File: config.mk
export PLATFORM = sky130hd
export DESIGN_NAME = pipe_regfile_flat
export DESIGN_NICKNAME = d
export VERILOG_FILES = /design/src/rtl/pipe_regfile_if.sv /design/src/rtl/pipe_regfile.sv /design/src/flat_wrapper.sv
export SDC_FILE = /design/constraint.sdc
export NUM_CORES = 2
export LEC_CHECK = 0
export BUFFER_PORTS_ARGS = -buffer_cell sky130_fd_sc_hd__buf_2
export CAP_MARGIN = 20
export CORE_ASPECT_RATIO = 1.75
export CORE_MARGIN = 2
export CORE_UTILIZATION = 64
export DETAILED_ROUTE_END_ITERATION = 7
export PLACE_DENSITY_LB_ADDON = 0.1
export SYNTH_ARGS = -nofsm -noshare
export SYNTH_HDL_FRONTEND = slang
export SYNTH_SLANG_ARGS = --single-unit
File: constraint.sdc
create_clock -name clk -period 47.7 [get_ports clk]
set_input_delay 14.31 -clock clk [delete_from_list [all_inputs] [get_ports clk]]
set_output_delay 14.31 -clock clk [all_outputs]
set_load 0.1 [all_outputs]
File: src/rtl/pipe_regfile_if.sv
// Decode/writeback bus of the pipeline register file: read ports, writeback, issue and
// scoreboard status. The master drives the pipeline side and the slave is the register file.
interface pipe_regfile_if #(
    parameter int DATA_W = 32,
    parameter int NREGS  = 32,
    parameter int NUM_RD = 2
);
    localparam int ADDR_W = $clog2(NREGS);

    logic [NUM_RD*ADDR_W-1:0] rd_addr;
    logic [NUM_RD*DATA_W-1:0] rd_data;
    logic [NUM_RD-1:0]        rd_busy;
    logic                     wr_en;
    logic                     wr_link;
    logic [ADDR_W-1:0]        wr_addr;
    logic [DATA_W-1:0]        wr_data;
    logic                     iss_valid;
    logic                     iss_link;
    logic [ADDR_W-1:0]        iss_addr;
    logic                     flush;
    logic [ADDR_W:0]          busy_cnt;
    logic                     wr_unexp;

    modport master (
        output rd_addr, wr_en, wr_link, wr_addr, wr_data,
               iss_valid, iss_link, iss_addr, flush,
        input  rd_data, rd_busy, busy_cnt, wr_unexp
    );

    modport slave (
        input  rd_addr, wr_en, wr_link, wr_addr, wr_data,
               iss_valid, iss_link, iss_addr, flush,
        output rd_data, rd_busy, busy_cnt, wr_unexp
    );
endinterface

File: src/rtl/pipe_regfile.sv
// Pipeline register file with JAL link-register override, pending-write scoreboard and
// unexpected-writeback flag. Define REGFILE_BYPASS_EN for same-cycle writeback-to-read forwarding.
module pipe_regfile #(
    parameter int DATA_W   = 32,
    parameter int NREGS    = 32,
    parameter int NUM_RD   = 2,
    parameter int LINK_REG = 31
) (
    input  logic          clk,
    input  logic          rst,
    pipe_regfile_if.slave bus
);
    localparam int ADDR_W = $clog2(NREGS);
    localparam logic [ADDR_W-1:0] LINK_A = ADDR_W'(LINK_REG);

    logic [DATA_W-1:0] regs_q [NREGS];
    logic [NREGS-1:0]  busy_q, busy_d;
    logic [ADDR_W:0]   busy_cnt_q, busy_cnt_d;
    logic              wr_unexp_q, wr_unexp_d;
    logic              flush_q;

    logic [ADDR_W-1:0] wa, ia;
    logic              wr_hit, iss_hit;

    assign wa      = bus.wr_link  ? LINK_A : bus.wr_addr;
    assign ia      = bus.iss_link ? LINK_A : bus.iss_addr;
    assign wr_hit  = bus.wr_en     && (wa != '0);
    assign iss_hit = bus.iss_valid && (ia != '0);

    // Issue is applied after writeback so a newer producer keeps the register pending.
    always_comb begin
        // NOTE: every always_comb output gets a default first so no latch is inferred.
        busy_d = busy_q;
        if (bus.flush) begin
            busy_d = '0;
        end else begin
            if (wr_hit)  busy_d[wa] = 1'b0;
            if (iss_hit) busy_d[ia] = 1'b1;
        end
        busy_d[0] = 1'b0;
    end

    always_comb begin
        busy_cnt_d = '0;
        for (int i = 0; i < NREGS; i++) begin
            busy_cnt_d = busy_cnt_d + (ADDR_W+1)'(busy_d[i]);
        end
    end

    // Writebacks of flushed ops still arrive in the flush cycle and the one after.
    assign wr_unexp_d = wr_hit && !busy_q[wa] && !bus.flush && !flush_q;

    // NOTE: the array is reset explicitly because reads must return 0 straight out of reset.
    always_ff @(posedge clk or posedge rst) begin
        if (rst) begin
            for (int i = 0; i < NREGS; i++) begin
                regs_q[i] <= '0;
            end
        end else if (wr_hit) begin
            regs_q[wa] <= bus.wr_data;
        end
    end

    // NOTE: sequential state is updated only with non-blocking assignments.
    always_ff @(posedge clk or posedge rst) begin
        if (rst) begin
            busy_q     <= '0;
            busy_cnt_q <= '0;
            wr_unexp_q <= 1'b0;
            flush_q    <= 1'b0;
        end else begin
            busy_q     <= busy_d;
            busy_cnt_q <= busy_cnt_d;
            wr_unexp_q <= wr_unexp_d;
            flush_q    <= bus.flush;
        end
    end

    logic [NUM_RD*DATA_W-1:0] rd_data_c;
    logic [NUM_RD-1:0]        rd_busy_c;

    // Register 0 is never written and never pending, so it reads as 0 without a special case.
    always_comb begin
        rd_data_c = '0;
        rd_busy_c = '0;
        for (int k = 0; k < NUM_RD; k++) begin
            rd_data_c[k*DATA_W +: DATA_W] = regs_q[bus.rd_addr[k*ADDR_W +: ADDR_W]];
            rd_busy_c[k]                  = busy_q[bus.rd_addr[k*ADDR_W +: ADDR_W]];
`ifdef REGFILE_BYPASS_EN
            if (wr_hit && (bus.rd_addr[k*ADDR_W +: ADDR_W] == wa)) begin
                rd_data_c[k*DATA_W +: DATA_W] = bus.wr_data;
                rd_busy_c[k]                  = iss_hit && (ia == wa);
            end
`else
`endif
        end
    end

    assign bus.rd_data  = rd_data_c;
    assign bus.rd_busy  = rd_busy_c;
    assign bus.busy_cnt = busy_cnt_q;
    assign bus.wr_unexp = wr_unexp_q;
endmodule

File: src/flat_wrapper.sv
// flat-port wrapper written by rule: the top's interface ports become plain ports
module pipe_regfile_flat 
#(
    parameter int DATA_W   = 32,
    parameter int NREGS    = 32,
    parameter int NUM_RD   = 2,
    parameter int LINK_REG = 31
)
  (clk, rst, bus_rd_addr, bus_wr_en, bus_wr_link, bus_wr_addr, bus_wr_data, bus_iss_valid, bus_iss_link, bus_iss_addr, bus_flush, bus_rd_data, bus_rd_busy, bus_busy_cnt, bus_wr_unexp);
  pipe_regfile_if #(.DATA_W(DATA_W), .NREGS(NREGS), .NUM_RD(NUM_RD)) bus_i ();
  input  logic clk;
  input  logic rst;
  input wire logic [$bits(bus_i.rd_addr)-1:0] bus_rd_addr;
  input wire logic [$bits(bus_i.wr_en)-1:0] bus_wr_en;
  input wire logic [$bits(bus_i.wr_link)-1:0] bus_wr_link;
  input wire logic [$bits(bus_i.wr_addr)-1:0] bus_wr_addr;
  input wire logic [$bits(bus_i.wr_data)-1:0] bus_wr_data;
  input wire logic [$bits(bus_i.iss_valid)-1:0] bus_iss_valid;
  input wire logic [$bits(bus_i.iss_link)-1:0] bus_iss_link;
  input wire logic [$bits(bus_i.iss_addr)-1:0] bus_iss_addr;
  input wire logic [$bits(bus_i.flush)-1:0] bus_flush;
  output wire logic [$bits(bus_i.rd_data)-1:0] bus_rd_data;
  output wire logic [$bits(bus_i.rd_busy)-1:0] bus_rd_busy;
  output wire logic [$bits(bus_i.busy_cnt)-1:0] bus_busy_cnt;
  output wire logic [$bits(bus_i.wr_unexp)-1:0] bus_wr_unexp;
  assign bus_i.rd_addr = bus_rd_addr;
  assign bus_i.wr_en = bus_wr_en;
  assign bus_i.wr_link = bus_wr_link;
  assign bus_i.wr_addr = bus_wr_addr;
  assign bus_i.wr_data = bus_wr_data;
  assign bus_i.iss_valid = bus_iss_valid;
  assign bus_i.iss_link = bus_iss_link;
  assign bus_i.iss_addr = bus_iss_addr;
  assign bus_i.flush = bus_flush;
  assign bus_rd_data = bus_i.rd_data;
  assign bus_rd_busy = bus_i.rd_busy;
  assign bus_busy_cnt = bus_i.busy_cnt;
  assign bus_wr_unexp = bus_i.wr_unexp;
  pipe_regfile #(.DATA_W(DATA_W), .NREGS(NREGS), .NUM_RD(NUM_RD), .LINK_REG(LINK_REG)) u_core (.clk(clk), .rst(rst), .bus(bus_i));
endmodule
==> Yosys cells after proc, flatten, opt, wreduce, memory -nomap -nowiden <==
Index checks and enable logic that the tools add are counted.
{ "classes": {"add_sub_neg": 30, "n_bitwise": 6, "muxes": 25, "n_reduce_logical": 13, "magnitude_cmp": 10} }
{ "ops": {"columns": ["op", "count"], "rows": [
  ["bitwise mux 1024 bit", 1],
  ["binary-select mux 32 bit (select 5 bit)", 2],
  ["two-way mux 32 bit", 9],
  ["adder 6 x 1 -> 6 bit", 29],
  ["demux 32 bit (select 5 bit)", 1],
  ["bitwise AND 32 bit", 1],
  ["NOT 32 bit", 1],
  ["OR 32 bit", 1],
  ["less-than comparator 5 x 6 -> 1 bit, second input constant", 4],
  [">= comparator 6 bit, second input constant", 3],
  ["NOT 5 -> 6 bit", 3],
  ["binary-select mux 1 bit (select 5 bit)", 3],
  ["demux 1 bit (select 5 bit)", 2],
  [">= comparator 5 x 1 -> 1 bit, second input constant", 2],
  ["two-way mux 5 bit", 2],
  ["nonzero test 5 bit", 2],
  ["logical AND 1 bit", 8],
  ["less-than comparator 6 x 1 -> 1 bit, second input constant", 1],
  ["two-way mux 1 bit", 5],
  ["zero test 1 bit", 3],
  ["adder 1 x 1 -> 2 bit", 1]
]} }
{ "totals": {"register_bits": 1063, "wordCells": 120, "input_bits": 59} }

==> Depth between registers and ports, before layout <==
{ "logic_depth": {"depth_word": 42, "mapped_depth": 25} }

==> Worst setup path before layout <==
No wires, ideal clock.
{ "synth_path": {"kind": "input to output", "startpoint": "input bus_rd_addr[1]", "endpoint": "output bus_rd_busy[0]", "path_stages": 6, "arrival_ns": 16.334, "path_buffers": 3, "setup_slack_ns": 17.056, "path_cell_list": "clkbuf_1 > clkbuf_1 > buf_1 > mux4_2 > mux4_2 > mux2_2"} }
{ "synth_between": {"elab_chain_cells": 2} }
{ "synth_rtl": {"columns": ["item", "line", "rtl"], "rows": [
  ["start: declaration", "flat_wrapper.sv:13", "input wire logic [$bits(bus_i.rd_addr)-1:0] bus_rd_addr;"],
  ["binary-select mux 1 bit (select 5 bit)", "pipe_regfile.sv:88", "rd_busy_c[k] = busy_q[bus.rd_addr[k*ADDR_W +: ADDR_W]];"],
  ["two-way mux 1 bit (implied by the code)", "pipe_regfile.sv:88", null],
  ["end: declaration", "flat_wrapper.sv:23", "output wire logic [$bits(bus_i.rd_busy)-1:0] bus_rd_busy;"]
]} }
No other way between the ends. The select of a mux whose other input is x is not followed.

==> Worst setup path after layout <==
{ "layout_path": {"startpoint": "input bus_rd_addr[1]", "endpoint": "output bus_rd_data[12]"} }
{ "layout_between": {"elab_chain_cells": 4} }
{ "layout_rtl": {"columns": ["item", "line", "rtl"], "rows": [
  ["NOT 5 -> 6 bit (implied by the code)", "pipe_regfile.sv:87", "rd_data_c[k*DATA_W +: DATA_W] = regs_q[bus.rd_addr[k*ADDR_W +: ADDR_W]];"],
  ["binary-select mux 32 bit (select 5 bit)", "pipe_regfile.sv:87", null],
  ["two-way mux 32 bit (implied by the code) (2 in series)", "pipe_regfile.sv:87", null],
  ["end: declaration", "flat_wrapper.sv:22", "output wire logic [$bits(bus_i.rd_data)-1:0] bus_rd_data;"]
]} }
No other way between the ends. The select of a mux whose other input is x is not followed.

==> results.cfg <==
[cells_and_area]
finalNetCount = 3458
mostFrequentLayoutCells = dfrtp_1, mux2_2, mux4_2
drive_gt1_share_pct = 60.75
fin_util_pct = 69.50
final_common_cell = dfrtp_1
synthToLayoutAreaGrowth_pct = 8.007

[cts]
htree_levels = 3
hold_buffers = 0
numClockSinks = 1063
clkSlewWorstSetupHoldPaths_ns = 0.06
postCtsSetupRepairBufs = 0
cts.path.max_buffers = 3
cts_buffers = 98
cts-root-buf = clkbuf_16
cts_resized = 0
cts_tree = built
clkLatencyLatePin_ns = 0.69

[sta]
rsz0062_at_grt = no
slew_viol_final = 0
setup_violations = 0
maxSlewHeadroom_pct = 26.68
finalCriticalPeriod_ns = 32.72
hold_viol_final = 0
final.period_utilization_pct = 68.60
fin_setup_tns_ns = 0
skew_ns = 0.007866
fmax_ghz = 0.03056
worstMarginPinSlew_ns = 1.100
worst_slack_ns = 14.98

[die]
die_h_um = 399.5
num_rows = 145
initial_core_util_pct = 64.35
die_area_um2 = 91890
die_w_um = 230
core_um2 = 88900
boundaryPins = 132

[grt]
antenna_found_initial = 9
grt_pass1_vias = 36980
grt-ovfl-total = 0
grt_pass1_wl_um = 239100
grt_usage_pct = 35.69
grt_max_degree = 150

[setup_path]
reg2reg_slack_ns = 42.46
criticalPathCategory = in -> out
critical_path_arrival_ns = 18.41
critPathLaunchType = input port
worstReg2RegEnd = u_core.bus.busy_cnt[4]
critPathRequiredTime_ns = 33.39
critPathMaxFanout = 83
cp-end-kind = output port
reg2reg_from = u_core.busy_q[1]
ff2ff_path_depth = 16

[synth]
async_reset_ff_share_pct = 100.0
seq_area_frac_synth_pct = 46.50
synth_area_leaders = dfrtp_1, mux4_2, mux2_2, clkbuf_1, fa_1
syn_inst = 3464
avgSynthCellArea_um2 = 16.51
ys_warn_count = 0
synth_top_area_share_pct = 46.50
synth_flop_cell = dfrtp_1
synth_edf_count = 0
syn_nets = 3555
ys_ff_latch = 1063
synthDistinctLibCells = 50
syn_area_um2 = 57210
synth_area_leader_cell = dfrtp_1

[run_status]
run_status = completed

[route]
via_per_inst = 7.362
ant_nets = 0
wl_per_cell_um = 34.31
drt-pass1-iter-count = 6
routed_wl_um = 158700
drc = 0
vias = 34060
drtIter0Drc = 3181

[power]
finalPower_mw = 2.415
power.density_nw_per_um2 = 39.09
p_leak_nw = 27.56
irDropWorstVdd_uv = 38.03

[min_path]
worstHoldPathCells = 0
worstHoldPathType = reg -> reg
worstHoldStart = u_core.regs_q[1010]
worstHoldEndpoint = u_core.regs_q[1010]

[placed_design]
dp_slack_ns = 14.99
routabilityCongestion = 0.8757
dpl.hpwl_um = 84960
portBuffers = 131

[job]
max-cap-violations = 0
## synthesized netlist by cell type (12+ instances only)
cell,count
mux4_2,659
clkbuf_1,164
buf_6,12
a22oi_1,14
buf_1,79
inv_1,37
buf_4,50
buf_2,90
a21o_1,14
mux2_2,1038
nand2_1,48
fa_1,23
a21oi_1,20
dfrtp_1,1063
mux2_1,24
nor2_1,35
## cell families after synthesis
family / count (synthesis) / synth area share (%)
muxes: 1728 / 46.97
DFF: 1063 / 46.50
buffers and inverters: 432 / 3.517
and+or+nand+nor: 135 / 1.148
AOI/OAI and AO/OA: 71 / 0.8159
adders and majority gates: 32 / 1.002
xor gates and xnor gates: 3 / 0.04594
## routing by layer
metal	global-route usage (%)	part of all wire [%]	vias up
met2	58.69	50	1613
met3	6.877	7.7	461
met1	46.35	37	18710
met4	17.07	5.2	12
li1	-	-	13260
met5	0	0.046	-
## final cells by class
class,instances,area [µm²]
multi-input cells,1969,28730
fillers,5809,27110
flip-flops and latches,1063,26600
clock buffers,146,2969
well taps,1176,1471
repair buffers,198,1374
clock inverters,34,493.0
inverters,37,146.4
diodes,3,7.507
## critical path: stages
cell    delay [ns]
buf_8         0.58
buf_4         0.94
buf_4         0.82
mux4_2        0.59
mux4_2        0.46
mux2_2        0.33
buf_2         0.31
## power breakdown
part	switching (mW)	leakage, nW	internal, mW	total [mW]
logic	0.230	11.8	0.235	0.465
clock network	0.354	1.70	0.495	0.849
registers	0.0863	14.1	1.01	1.10
total	0.670	27.6	1.75	2.42
## worst max path at each step
stage / depth (start not counted) / endpoint / start
2_1_floorplan: 1 / u_core.bus.busy_cnt[0] / rst
3_3_place_gp: 7 / bus_rd_data[12] / bus_rd_addr[1]
3_5_place_dp: 7 / bus_rd_data[12] / bus_rd_addr[1]
4_1_cts: 7 / bus_rd_data[12] / bus_rd_addr[1]
5_1_grt: 7 / bus_rd_data[12] / bus_rd_addr[1]
6_report: 7 / bus_rd_data[12] / bus_rd_addr[1]
## registers in the layout (all words and copies together) (netlist names)
signal / cells
u_core.regs_q: 1024
u_core.busy_q: 31
u_core.bus.busy_cnt: 6
u_core.bus.wr_unexp: 1
u_core.flush_q: 1
## through the flow
stage               area (µm²)  cells  hold WS (ns)
floorplan                57210   3464        0.4413
global placement         58150   4437        0.3764
detailed placement       58150   4437        0.3826
CTS                      61610   4617        0.3971
global route             61780   4625        0.4096
finish                   61790   4626        0.3979
Note: power is estimated with default switching activity, not from simulation.
